<file path="config.mk">
export PLATFORM = sky130hd
export DESIGN_NAME = acc_cpu_core
export DESIGN_NICKNAME = d
export VERILOG_FILES = /design/src/rtl/acc_cpu_core.sv
export SDC_FILE = /design/constraint.sdc
export NUM_CORES = 1
export LEC_CHECK = 0
export BUFFER_PORTS_ARGS = -buffer_cell sky130_fd_sc_hd__buf_2
export CORE_UTILIZATION = 65
export CTS_CLUSTER_SIZE = 24
export DETAILED_ROUTE_END_ITERATION = 8
export PLACE_DENSITY = 0.83
export SYNTH_ARGS = -nofsm -noshare
export SYNTH_HDL_FRONTEND = slang
export SYNTH_SLANG_ARGS = --single-unit
</file>
<file path="constraint.sdc">
create_clock -name clk -period 8.3 [get_ports clk]
set_clock_uncertainty 0.1 [all_clocks]
set_input_delay 0.83 -clock clk [delete_from_list [all_inputs] [get_ports clk]]
set_output_delay 0.83 -clock clk [all_outputs]
set_load 0.005 [all_outputs]
</file>
<file path="src/rtl/acc_cpu_core.sv">
// acc_cpu_core - parametrised accumulator CPU core.
//
// Executes one instruction per start request (step, or run when built with
// ACC_CPU_FREE_RUN_EN) and talks to an external RAM controller through a
// start/busy handshake: one-cycle start pulse, one dead cycle, then wait for
// mem_busy low and capture mem_rdata in that cycle.
//
// Ports:
//   clk, rst_n           clock, asynchronous active-low reset
//   step                 start one instruction from IDLE
//   run                  (ACC_CPU_FREE_RUN_EN only) continuous execution
//   busy, halt, trap     status
//   data_in              IN instruction source (8 bit)
//   data_out             packed 8-bit output ports, port k = [8k+7:8k]
//   mem_addr, mem_wdata  memory request address / write data
//   mem_start_read/write one-cycle request pulses
//   mem_rdata, mem_busy  memory response
//
// Optional feature macro: ACC_CPU_FREE_RUN_EN (adds the run input).
//
// state      | meaning
// -----------+--------------------------------------------------
// IDLE       | waiting for step/run
// FETCH_REQ  | read request for instruction word at pc
// FETCH_WAIT | dead cycle, then wait for instruction word
// DECODE     | decode, execute 1-word ops, handle skip
// OPER_REQ   | read request for operand word at pc+1
// OPER_WAIT  | dead cycle, then wait for operand; imm ops execute here
// DATA_REQ   | read/write request at RAM[operand]
// DATA_WAIT  | dead cycle, then wait for data; RAM ops execute here
// HALT       | halted until reset
// TRAP       | illegal instruction, stuck until reset
module acc_cpu_core #(
  parameter int          DATA_WIDTH = 16,
  parameter int          ADDR_WIDTH = 16,
  parameter int          OUT_PORTS  = 2,
  parameter int unsigned RESET_PC   = 0
) (
  input  logic                     clk,
  input  logic                     rst_n,
  input  logic                     step,
`ifdef ACC_CPU_FREE_RUN_EN
  input  logic                     run,
`endif
  output logic                     busy,
  output logic                     halt,
  output logic                     trap,
  input  logic [7:0]               data_in,
  output logic [8*OUT_PORTS-1:0]   data_out,
  output logic [ADDR_WIDTH-1:0]    mem_addr,
  output logic [DATA_WIDTH-1:0]    mem_wdata,
  output logic                     mem_start_read,
  output logic                     mem_start_write,
  input  logic [DATA_WIDTH-1:0]    mem_rdata,
  input  logic                     mem_busy
);

  localparam logic [3:0] S_IDLE       = 4'd0;
  localparam logic [3:0] S_FETCH_REQ  = 4'd1;
  localparam logic [3:0] S_FETCH_WAIT = 4'd2;
  localparam logic [3:0] S_DECODE     = 4'd3;
  localparam logic [3:0] S_OPER_REQ   = 4'd4;
  localparam logic [3:0] S_OPER_WAIT  = 4'd5;
  localparam logic [3:0] S_DATA_REQ   = 4'd6;
  localparam logic [3:0] S_DATA_WAIT  = 4'd7;
  localparam logic [3:0] S_HALT       = 4'd8;
  localparam logic [3:0] S_TRAP       = 4'd9;

  localparam logic [3:0] OP_NOP   = 4'h0;
  localparam logic [3:0] OP_LOAD  = 4'h1;
  localparam logic [3:0] OP_STORE = 4'h2;
  localparam logic [3:0] OP_ADD   = 4'h3;
  localparam logic [3:0] OP_SUB   = 4'h4;
  localparam logic [3:0] OP_AND   = 4'h5;
  localparam logic [3:0] OP_OR    = 4'h6;
  localparam logic [3:0] OP_XOR   = 4'h7;
  localparam logic [3:0] OP_BR    = 4'h8;
  localparam logic [3:0] OP_IF    = 4'h9;
  localparam logic [3:0] OP_OUT   = 4'hA;
  localparam logic [3:0] OP_IN    = 4'hB;
  localparam logic [3:0] OP_HALT  = 4'hF;

  localparam logic [ADDR_WIDTH-1:0] PC_RST = ADDR_WIDTH'(RESET_PC);

  logic [3:0]              state_q, state_d;
  logic                    dead_q, dead_d;
  logic [ADDR_WIDTH-1:0]   pc_q, pc_d;
  logic [DATA_WIDTH-1:0]   accum_q, accum_d;
  logic                    zero_q, zero_d;
  logic                    carry_q, carry_d;
  logic                    skip_q, skip_d;
  logic                    skipped_q, skipped_d;
  logic [7:0]              ir_q, ir_d;
  logic [8*OUT_PORTS-1:0]  dout_q, dout_d;
  logic [ADDR_WIDTH-1:0]   mem_addr_q, mem_addr_d;
  logic [DATA_WIDTH-1:0]   mem_wdata_q, mem_wdata_d;
  logic                    mem_rd_q, mem_rd_d;
  logic                    mem_wr_q, mem_wr_d;

  logic                    start_req;
  logic [3:0]              opc;
  logic                    src;
  logic [2:0]              sel;
  logic                    two_word;
  logic                    needs_data;
  logic                    cond;
  logic                    if_bad;
  logic                    out_bad;
  logic [ADDR_WIDTH-1:0]   pc_inc1, pc_inc2;
  logic [DATA_WIDTH:0]     sum_ext, diff_ext;
  logic [DATA_WIDTH-1:0]   alu_res;
  logic                    alu_carry;

`ifdef ACC_CPU_FREE_RUN_EN
  assign start_req = step | run;
`else
  assign start_req = step;
`endif

  assign opc        = ir_q[3:0];
  assign src        = ir_q[4];
  assign sel        = ir_q[7:5];
  assign two_word   = (opc >= OP_LOAD) && (opc <= OP_BR);
  // STORE always addresses RAM; src only matters for LOAD and ALU ops.
  assign needs_data = (opc == OP_STORE) ||
                      (src && ((opc == OP_LOAD) || ((opc >= OP_ADD) && (opc <= OP_XOR))));
  assign if_bad     = (sel[2:1] == 2'b11);
  assign out_bad    = (int'(sel) >= OUT_PORTS);
  assign pc_inc1    = pc_q + ADDR_WIDTH'(1);
  assign pc_inc2    = pc_q + ADDR_WIDTH'(2);

  always_comb begin
    case (sel)
      3'd0:    cond = zero_q;
      3'd1:    cond = !zero_q;
      3'd2:    cond = skipped_q;
      3'd3:    cond = !skipped_q;
      3'd4:    cond = carry_q;
      3'd5:    cond = !carry_q;
      default: cond = 1'b0;
    endcase
  end

  // Operand value is always mem_rdata at the cycle the ALU result is taken:
  // immediate ops in OPER_WAIT, RAM ops in DATA_WAIT.
  always_comb begin
    sum_ext   = {1'b0, accum_q} + {1'b0, mem_rdata};
    diff_ext  = {1'b0, accum_q} - {1'b0, mem_rdata};
    alu_res   = mem_rdata;
    alu_carry = carry_q;
    case (opc)
      OP_ADD: begin
        alu_res   = sum_ext[DATA_WIDTH-1:0];
        alu_carry = sum_ext[DATA_WIDTH];
      end
      OP_SUB: begin
        alu_res   = diff_ext[DATA_WIDTH-1:0];
        alu_carry = ~diff_ext[DATA_WIDTH];
      end
      OP_AND:  alu_res = accum_q & mem_rdata;
      OP_OR:   alu_res = accum_q | mem_rdata;
      OP_XOR:  alu_res = accum_q ^ mem_rdata;
      default: alu_res = mem_rdata;
    endcase
  end

  always_comb begin
    state_d     = state_q;
    dead_d      = 1'b0;
    pc_d        = pc_q;
    accum_d     = accum_q;
    zero_d      = zero_q;
    carry_d     = carry_q;
    skip_d      = skip_q;
    skipped_d   = skipped_q;
    ir_d        = ir_q;
    dout_d      = dout_q;
    mem_addr_d  = mem_addr_q;
    mem_wdata_d = mem_wdata_q;
    mem_rd_d    = 1'b0;
    mem_wr_d    = 1'b0;

    case (state_q)
      S_IDLE: begin
        if (start_req) begin
          state_d    = S_FETCH_REQ;
          mem_addr_d = pc_q;
          mem_rd_d   = 1'b1;
        end
      end

      S_FETCH_REQ: begin
        state_d = S_FETCH_WAIT;
        dead_d  = 1'b1;
      end

      S_FETCH_WAIT: begin
        if (!dead_q && !mem_busy) begin
          ir_d    = mem_rdata[7:0];
          state_d = S_DECODE;
        end
      end

      S_DECODE: begin
        skipped_d = skip_q;
        state_d   = S_IDLE;
        if (opc == OP_IF) begin
          // IF is evaluated even when it is itself in a skip shadow.
          if (if_bad) begin
            state_d = S_TRAP;
          end else begin
            skip_d = !cond;
            pc_d   = pc_inc1;
          end
        end else if (skip_q) begin
          skip_d = 1'b0;
          pc_d   = two_word ? pc_inc2 : pc_inc1;
        end else begin
          case (opc)
            OP_NOP: pc_d = pc_inc1;
            OP_LOAD, OP_STORE, OP_ADD, OP_SUB, OP_AND, OP_OR, OP_XOR, OP_BR: begin
              state_d    = S_OPER_REQ;
              mem_addr_d = pc_inc1;
              mem_rd_d   = 1'b1;
            end
            OP_OUT: begin
              if (out_bad) begin
                state_d = S_TRAP;
              end else begin
                for (int k = 0; k < OUT_PORTS; k++) begin
                  if (sel == 3'(k)) dout_d[8*k +: 8] = accum_q[7:0];
                end
                pc_d = pc_inc1;
              end
            end
            OP_IN: begin
              accum_d = DATA_WIDTH'(data_in);
              zero_d  = (data_in == 8'd0);
              pc_d    = pc_inc1;
            end
            OP_HALT: state_d = S_HALT;
            default: state_d = S_TRAP;
          endcase
        end
      end

      S_OPER_REQ: begin
        state_d = S_OPER_WAIT;
        dead_d  = 1'b1;
      end

      S_OPER_WAIT: begin
        if (!dead_q && !mem_busy) begin
          if (opc == OP_BR) begin
            pc_d    = pc_inc2 + mem_rdata[ADDR_WIDTH-1:0];
            state_d = S_IDLE;
          end else if (needs_data) begin
            state_d    = S_DATA_REQ;
            mem_addr_d = mem_rdata[ADDR_WIDTH-1:0];
            if (opc == OP_STORE) begin
              mem_wdata_d = accum_q;
              mem_wr_d    = 1'b1;
            end else begin
              mem_rd_d = 1'b1;
            end
          end else begin
            accum_d = alu_res;
            zero_d  = (alu_res == '0);
            carry_d = alu_carry;
            pc_d    = pc_inc2;
            state_d = S_IDLE;
          end
        end
      end

      S_DATA_REQ: begin
        state_d = S_DATA_WAIT;
        dead_d  = 1'b1;
      end

      S_DATA_WAIT: begin
        if (!dead_q && !mem_busy) begin
          if (opc != OP_STORE) begin
            accum_d = alu_res;
            zero_d  = (alu_res == '0);
            carry_d = alu_carry;
          end
          pc_d    = pc_inc2;
          state_d = S_IDLE;
        end
      end

      S_HALT:  state_d = S_HALT;
      S_TRAP:  state_d = S_TRAP;
      default: state_d = S_IDLE;
    endcase
  end

  always_ff @(posedge clk or negedge rst_n) begin
    if (!rst_n) begin
      state_q     <= S_IDLE;
      dead_q      <= 1'b0;
      pc_q        <= PC_RST;
      accum_q     <= '0;
      zero_q      <= 1'b0;
      carry_q     <= 1'b0;
      skip_q      <= 1'b0;
      skipped_q   <= 1'b0;
      ir_q        <= '0;
      dout_q      <= '0;
      mem_addr_q  <= '0;
      mem_wdata_q <= '0;
      mem_rd_q    <= 1'b0;
      mem_wr_q    <= 1'b0;
    end else begin
      state_q     <= state_d;
      dead_q      <= dead_d;
      pc_q        <= pc_d;
      accum_q     <= accum_d;
      zero_q      <= zero_d;
      carry_q     <= carry_d;
      skip_q      <= skip_d;
      skipped_q   <= skipped_d;
      ir_q        <= ir_d;
      dout_q      <= dout_d;
      mem_addr_q  <= mem_addr_d;
      mem_wdata_q <= mem_wdata_d;
      mem_rd_q    <= mem_rd_d;
      mem_wr_q    <= mem_wr_d;
    end
  end

  assign busy            = (state_q != S_IDLE) && (state_q != S_HALT) && (state_q != S_TRAP);
  assign halt            = (state_q == S_HALT);
  assign trap            = (state_q == S_TRAP);
  assign data_out        = dout_q;
  assign mem_addr        = mem_addr_q;
  assign mem_wdata       = mem_wdata_q;
  assign mem_start_read  = mem_rd_q;
  assign mem_start_write = mem_wr_q;

endmodule

</file>
==> results of run 1 <==
worst min path at each step:
stage / start / end / slack [ns] / cells after the start
floorplan: ir_q[4] / ir_q[4] / 0.34 / 2
global placement: mem_wdata[5] / mem_wdata[5] / 0.36 / 2
detailed placement: mem_wdata[11] / mem_wdata[11] / 0.37 / 2
CTS: rst_n / mem_addr[12] / 0.35 / 1
global route: rst_n / mem_addr[12] / 0.38 / 1
finish: rst_n / mem_addr[10] / 0.34 / 1
layer usage:
metal / share of wire / routed length (µm) / global-route usage
met4: 0.040 / 1130 / 0.177
met5: 0 / 0 / 0
met3: 0.092 / 2610 / 0.0733
met2: 0.47 / 13400 / 0.656
met1: 0.40 / 11400 / 0.535
where the power goes:
| part | internal [mW] | switching [mW] | total [mW] |
|---|---|---|---|
| logic | 0.764 | 1.24 | 2.00 |
| registers | 0.663 | 0.283 | 0.946 |
| clock network | 0.210 | 0.213 | 0.424 |
placed cells by master, fill, tap and decap left out, drive strengths merged, types with 13 or more instances in the layout:
cell type and n:
buf 92, nand2 127, a221oi 16, xnor2 23, mux2i 13, ha 68, nor3 37, a31oi 16
o21ai 117, o31ai 14, nand3 34, inv 64, nor2 99, dfrtp 99, a21oi 89
logic make-up (layout without fill, tap and decap cells):
| group | count (synthesis) | after routing | share of synthesized area |
|---|---|---|---|
| and+or+nand+nor | 385 | 385 | 0.208 |
| AOI/OAI and AO/OA | 375 | 375 | 0.280 |
| buffers and inverters | 134 | 170 | 0.0731 |
| DFF | 99 | 99 | 0.277 |
| adders and majority gates | 71 | 71 | 0.102 |
| xor gates and xnor gates | 31 | 31 | 0.0303 |
| muxes | 25 | 25 | 0.0301 |
layout make-up:
type,instances,area share
clock buffer,10,0.0240
clock inverter,6,0.00577
inverter,62,0.0244
multi-input combinational,887,0.611
sequential,99,0.260
tap,176,0.0231
timing repair buffer,92,0.0517
cell usage after synthesis (7+ instances only):
cell type and n:
nand2b_1 11, o21ai_0 113, buf_4 8, and3_1 8, and2_1 7, inv_1 59, mux2_2 11, o211ai_1 9
dfrtp_1 99, xnor2_1 23, ha_1 68, a22oi_1 11, a21oi_1 86, clkbuf_1 36, a221oi_1 15, a21o_1 10
nand2_1 127, nor3_1 36, nand3_1 33, o31ai_1 11, buf_2 15, a211oi_1 8, mux2i_1 13, buf_6 7
xor2_1 8, a31oi_1 16, nor2_1 96, nor2b_1 9, o22ai_1 10
sequential cells by signal, indices dropped and copies added, names as in the netlist:
register and cells:
skip_q 1, mem_start_write 1, carry_q 1, mem_addr 16
zero_q 1, mem_start_read 1, data_out 16, ir_q 8
mem_wdata 16, accum_q 16, state_q 4, pc_q 16
skipped_q 1, dead_q 1
==> flow_metrics.tcl, run 1 <==
set metrics [dict create \
    final_nets 1250 \
    setup_tns_ns 0 \
    r2r.worst_path.cells 14 \
    grt_max_degree 63 \
    cts_tree "done" \
    grt_antenna_before_repair 0 \
    drt_iter0_drc 1062 \
    synthCells 1120 \
    diodes 0 \
    dp_hpwl_um 20800 \
    timing.final.crit_period_ns 3.75 \
    synthesis.area_mm2 0.00895 \
    dr_total_vias 8981 \
    avgSynthCellArea_um2 7.99 \
    wl_per_cell_um 21.4 \
    fillers 1106 \
    path_clk_slew_ns 0.08 \
    r2r_slack_ns 4.55 \
    ant_nets 0 \
    drt-total-wl_um 28500 \
    p_leak_nw 4.16 \
    cts_root_buf "clkbuf_16" \
    cp.required_ns 8.49 \
    synth_area_leaders "dfrtp_1, ha_1, o21ai_0" \
    synth_seq_cells 99 \
    slew_headroom 0.223 \
    portBuffers 80 \
    worst_path_dominant_cell_family "compound AO/OA/AOI/OAI gates" \
    fin_util 0.714 \
    min_period_over_period 0.452 \
    cp_slowest_stage_delay_ns 0.54 \
    finalSetupViolations 0 \
    dpl-instance-area_mm2 0.00925 \
    firstDrtPassIters 8 \
    report.final.slew_viol_count 0 \
    start_util 0.671 \
    postCtsHoldBufs 0 \
    instances_no_fill 1332 \
    synth_edf_count 0 \
    coreArea_mm2 0.0133 \
    die-area_mm2 0.0142 \
    hold_violations 0 \
    syn-num-nets 1219 \
    post_cts_resize_count 0 \
    drc 0 \
    place_congestion 0.993 \
    slowest_stage "dfrtp_1" \
    crit_fanout 10 \
    layout_setup_ws_ns 4.55 \
    area_delta_synth_final_pct 6.56 \
    die_h_um 119 \
    worstPathArrival_ns 3.93 \
    max-cap-violations 0 \
    rsz0062_at_grt "false" \
    viasPerCell 6.74 \
    setup.worst_path.end "pc_q[15]" \
    multi_input_area_mm2 0.00583 \
    grt-ovfl-total 0 \
    clock_path_buffers 2 \
    htreeDepth 3 \
    row_count 42 \
    cp-end-kind "flop" \
    cts_sinks 99 \
    max_freq_ghz 0.267 \
    io_pins 81 \
    ys_types 98 \
    worst_pin_slew_ns 1.16 \
    timing.rr.end "pc_q[15]" \
    synthArstFlopShare 1.00 \
    finalPower_mw 3.37 \
    track_usage 0.407 \
    worstSkewPairLatency_ns 0.36 \
    holdWs_ns 0.345 \
    die_w_um 119 \
    pre_cts_ws_ns 4.38 \
    grt_pass1_vias 8330 \
    cp-startpoint "pc_q[3]" \
    worstReg2RegStart "pc_q[3]" \
    cp_cell_sequence "nand3_1, or2_2, nor2_1, xor2_1, ha_1, nand2_1, o21ai_0, a31oi_1, a21oi_1, a211o_1, a21oi_1, o21ai_0, a31oi_1, xor2_1" \
    post_cts_buffers 0 \
    grt_pass1_wl_um 44800 \
    cp_num_buf_inv 0 \
    status "completed" \
    min_path_type "input port to asynchronous set/reset pin" \
    powerDensity_mw_per_mm2 353 \
    yosys.area.top_type "dfrtp_1" \
    cts_made_buffers 9 \
    postLayoutCellArea_mm2 0.00954 \
    yosysTopAreaCellShare 0.277 \
    drive_above_1_share 0.138 \
    yosysWarnings 0 \
    path_class "flop to flop" \
    dp.cells 1316 \
    critical_path_cell_count 14 \
    startpoint_type "flop" \
    peakVddDrop_uv 210 \
    seqCellArea_mm2 0.00248 \
    yosysSeqAreaShare 0.277 \
    synth_flop_cell "dfrtp_1" \
]
Power figures use the tool's default switching activity.
==> inputs of run 2 (changes only) <==
Settings changed: ABC_AREA set to 1, CORE_UTILIZATION 65 to 61, PLACE_DENSITY 0.83 to 0.79.
Clock period 8.3 ns to 3.6 ns, I/O delays scaled along.
==> run 2 against run 1 <==
  * Flip-flop and latch count unchanged
  * Register-to-register slack got worse by 4.1 ns
  * Clock-buffer cell count unchanged
  * Critical path type unchanged
  * Critical endpoint unchanged
  * Largest cell class unchanged
  * Largest power group unchanged
==> flow_metrics.tcl, run 2 <==
set metrics [dict create \
    status "completed" \
    finalPower_mw 7.99 \
    ant_nets 0 \
    drt-total-wl_um 28000 \
    hold_violations 0 \
    die-area_mm2 0.0149 \
    htreeDepth 3 \
    row_count 43 \
    coreArea_mm2 0.0140 \
    cts_made_buffers 9 \
    startpoint_type "flop" \
    min_path_type "input port to flop" \
    instances_no_fill 1561 \
    p_leak_nw 4.97 \
    cts_root_buf "clkbuf_16" \
    area_delta_synth_final_pct 9.13 \
    viasPerCell 6.04 \
    powerDensity_mw_per_mm2 832 \
    yosysWarnings 0 \
    track_usage 0.386 \
    die_h_um 122 \
    grt_max_degree 45 \
    drive_above_1_share 0.111 \
    dp_hpwl_um 21800 \
    max_freq_ghz 0.313 \
    place_congestion 1.02 \
    worstPathArrival_ns 3.33 \
    synth_seq_cells 99 \
    grt_antenna_before_repair 0 \
    path_clk_slew_ns 0.07 \
    cp.required_ns 3.73 \
    synth.most_common_cell "nand2_1" \
    cts_tree "done" \
    setup_tns_ns 0 \
    grt-ovfl-total 0 \
    yosysSeqAreaShare 0.282 \
    synth_flop_cell "dfrtp_1" \
    met3_usage 0.0632 \
    slew_headroom 0.519 \
    synth_area_leaders "dfrtp_1, nand2_1, ha_1" \
    finalSetupViolations 0 \
    grt-busiest-layer "met2" \
    cp_slowest_stage_delay_ns 0.48 \
    met1_usage 0.514 \
    crit_path_frequent_cell "nand3_1" \
    path_class "flop to flop" \
    peakVddDrop_uv 601 \
    synth_edf_count 0 \
    crit_fanout 7 \
    timing.final.crit_period_ns 3.19 \
    yosys-top-cells-count "nand2_1, inv_1, nor2_1" \
    drc 0 \
    rsz0062_at_grt "false" \
    slowest_stage "dfrtp_1" \
    dp.cells 1544 \
    syn-num-nets 1413 \
    synthCells 1314 \
    avgSynthCellArea_um2 6.69 \
    grt_pass1_vias 8539 \
    worst_path_dominant_cell_family "simple AND/OR/NAND/NOR gates" \
    wl_per_cell_um 17.9 \
    pre_cts_ws_ns 0.345 \
    yosys.area.top_type "dfrtp_1" \
    layout_setup_ws_ns 0.406 \
    worstSkewPairLatency_ns 0.36 \
    synthesis.area_mm2 0.00879 \
    dr_total_vias 9435 \
    min_period_over_period 0.887 \
    start_util 0.629 \
    die_w_um 122 \
    grt_pass1_wl_um 43700 \
    yosysTopAreaCellShare 0.282 \
    final_nets 1475 \
    worst_pin_slew_ns 0.720 \
    post_cts_buffers 0 \
    io_pins 81 \
    portBuffers 80 \
    cp_num_buf_inv 1 \
    report.final.slew_viol_count 0 \
    cp-end-kind "flop" \
    final_common_cell "nand2_1" \
    drt_iter0_drc 959 \
    max-cap-violations 0 \
    cp_cell_sequence "nand3_1, nor2_1, nand2_1, nor3_2, nand3_1, xor2_1, inv_1, ha_1, a21oi_1, o21ai_0, a21oi_1, nand3_1, a31o_2, nand3_1, a22oi_1" \
    cts_sinks 99 \
    grt_util_met2 0.597 \
    diodes 0 \
    firstDrtPassIters 6 \
    ys_types 55 \
    synthArstFlopShare 1.00 \
    clock_path_buffers 2 \
    final_cell_mix "nand2_1, inv_1, nor2_1" \
]
## run 2: cell count changes after synthesis, moves of 21 or more
cell      change
nand3_1      +66
o22ai_1      +27
o21ai_1      +21
clkbuf_1     -21
nand2_1     +181
xnor2_1      -22
o21ai_0      -34
nor2_1       +31
inv_1       +101
## run 2: final cells by class
type	instances	area, µm²
tap	180	225
inverter	173	652
sequential	99	2480
clock inverter	6	50.0
multi-input combinational	1001	5470
fill	1310	4390
clock buffer	10	229
timing repair buffer	92	495
## run 2: cells by family after synthesis
| group | Yosys count | share of synthesized area |
|---|---|---|
| AND/OR/NAND/NOR | 612 | 0.303 |
| AO/OA/AOI/OAI | 295 | 0.191 |
| buffers and inverters | 214 | 0.0978 |
| flip-flops | 99 | 0.282 |
| adder cells (fa/ha/maj) | 71 | 0.104 |
| XOR/XNOR | 23 | 0.0229 |
## run 2: through the flow
stage               cell area [µm²]  hold WS [ns]   util
floorplan                      8790       -0.0356      -
global placement               9300         0.276  0.665
detailed placement             9300         0.278  0.665
CTS                            9590         0.167  0.686
global route                   9600         0.226  0.686
finish                         9600         0.177  0.686
## run 2: worst register-to-register path, cell delays in order, from the launching register on
cell     delay (ns)
dfrtp_1        0.48
nand3_1        0.18
nor2_1         0.23
nand2_1        0.16
nor3_2         0.20
nand3_1        0.13
xor2_1         0.28
inv_1          0.08
ha_1           0.34
a21oi_1        0.14
o21ai_0        0.10
a21oi_1        0.17
nand3_1        0.12
a31o_2         0.24
nand3_1        0.06
a22oi_1        0.07
## run 2: path summary, 6_finish.rpt
path	start	to	slack [ns]	cells after the start
setup / recovery	pc_q[1]	pc_q[15]	0.41	15
hold / removal	step	mem_start_read	0.18	3
setup reg to reg	pc_q[1]	pc_q[15]	0.41	15
hold reg to reg	mem_addr[10]	mem_addr[10]	0.38	2
max in group asynchronous	rst_n	accum_q[6]	2.17	3
min in group asynchronous	rst_n	mem_addr[0]	0.42	2
## run 2: timing repair
action                                 4_1_cts  5_1_grt
hold buffers                                 1        0
gates resized for setup                      0        1
setup endpoints to repair                    0        1
endpoints found under the hold margin       42        0
## run 2: power by group
| part | switching [mW] | total, mW | internal, mW |
|---|---|---|---|
| combinational | 3.44 | 5.11 | 1.67 |
| clock | 0.452 | 0.927 | 0.475 |
| sequential | 0.396 | 1.95 | 1.55 |
| total | 4.29 | 7.99 | 3.70 |
## run 2: metal layers
| layer | vias to the layer above | part of all wire |
|---|---|---|
| li1 | 4498 | - |
| met1 | 4338 | 0.42 |
| met2 | 493 | 0.44 |
| met3 | 106 | 0.087 |
| met4 | 0 | 0.053 |
| met5 | - | 0 |
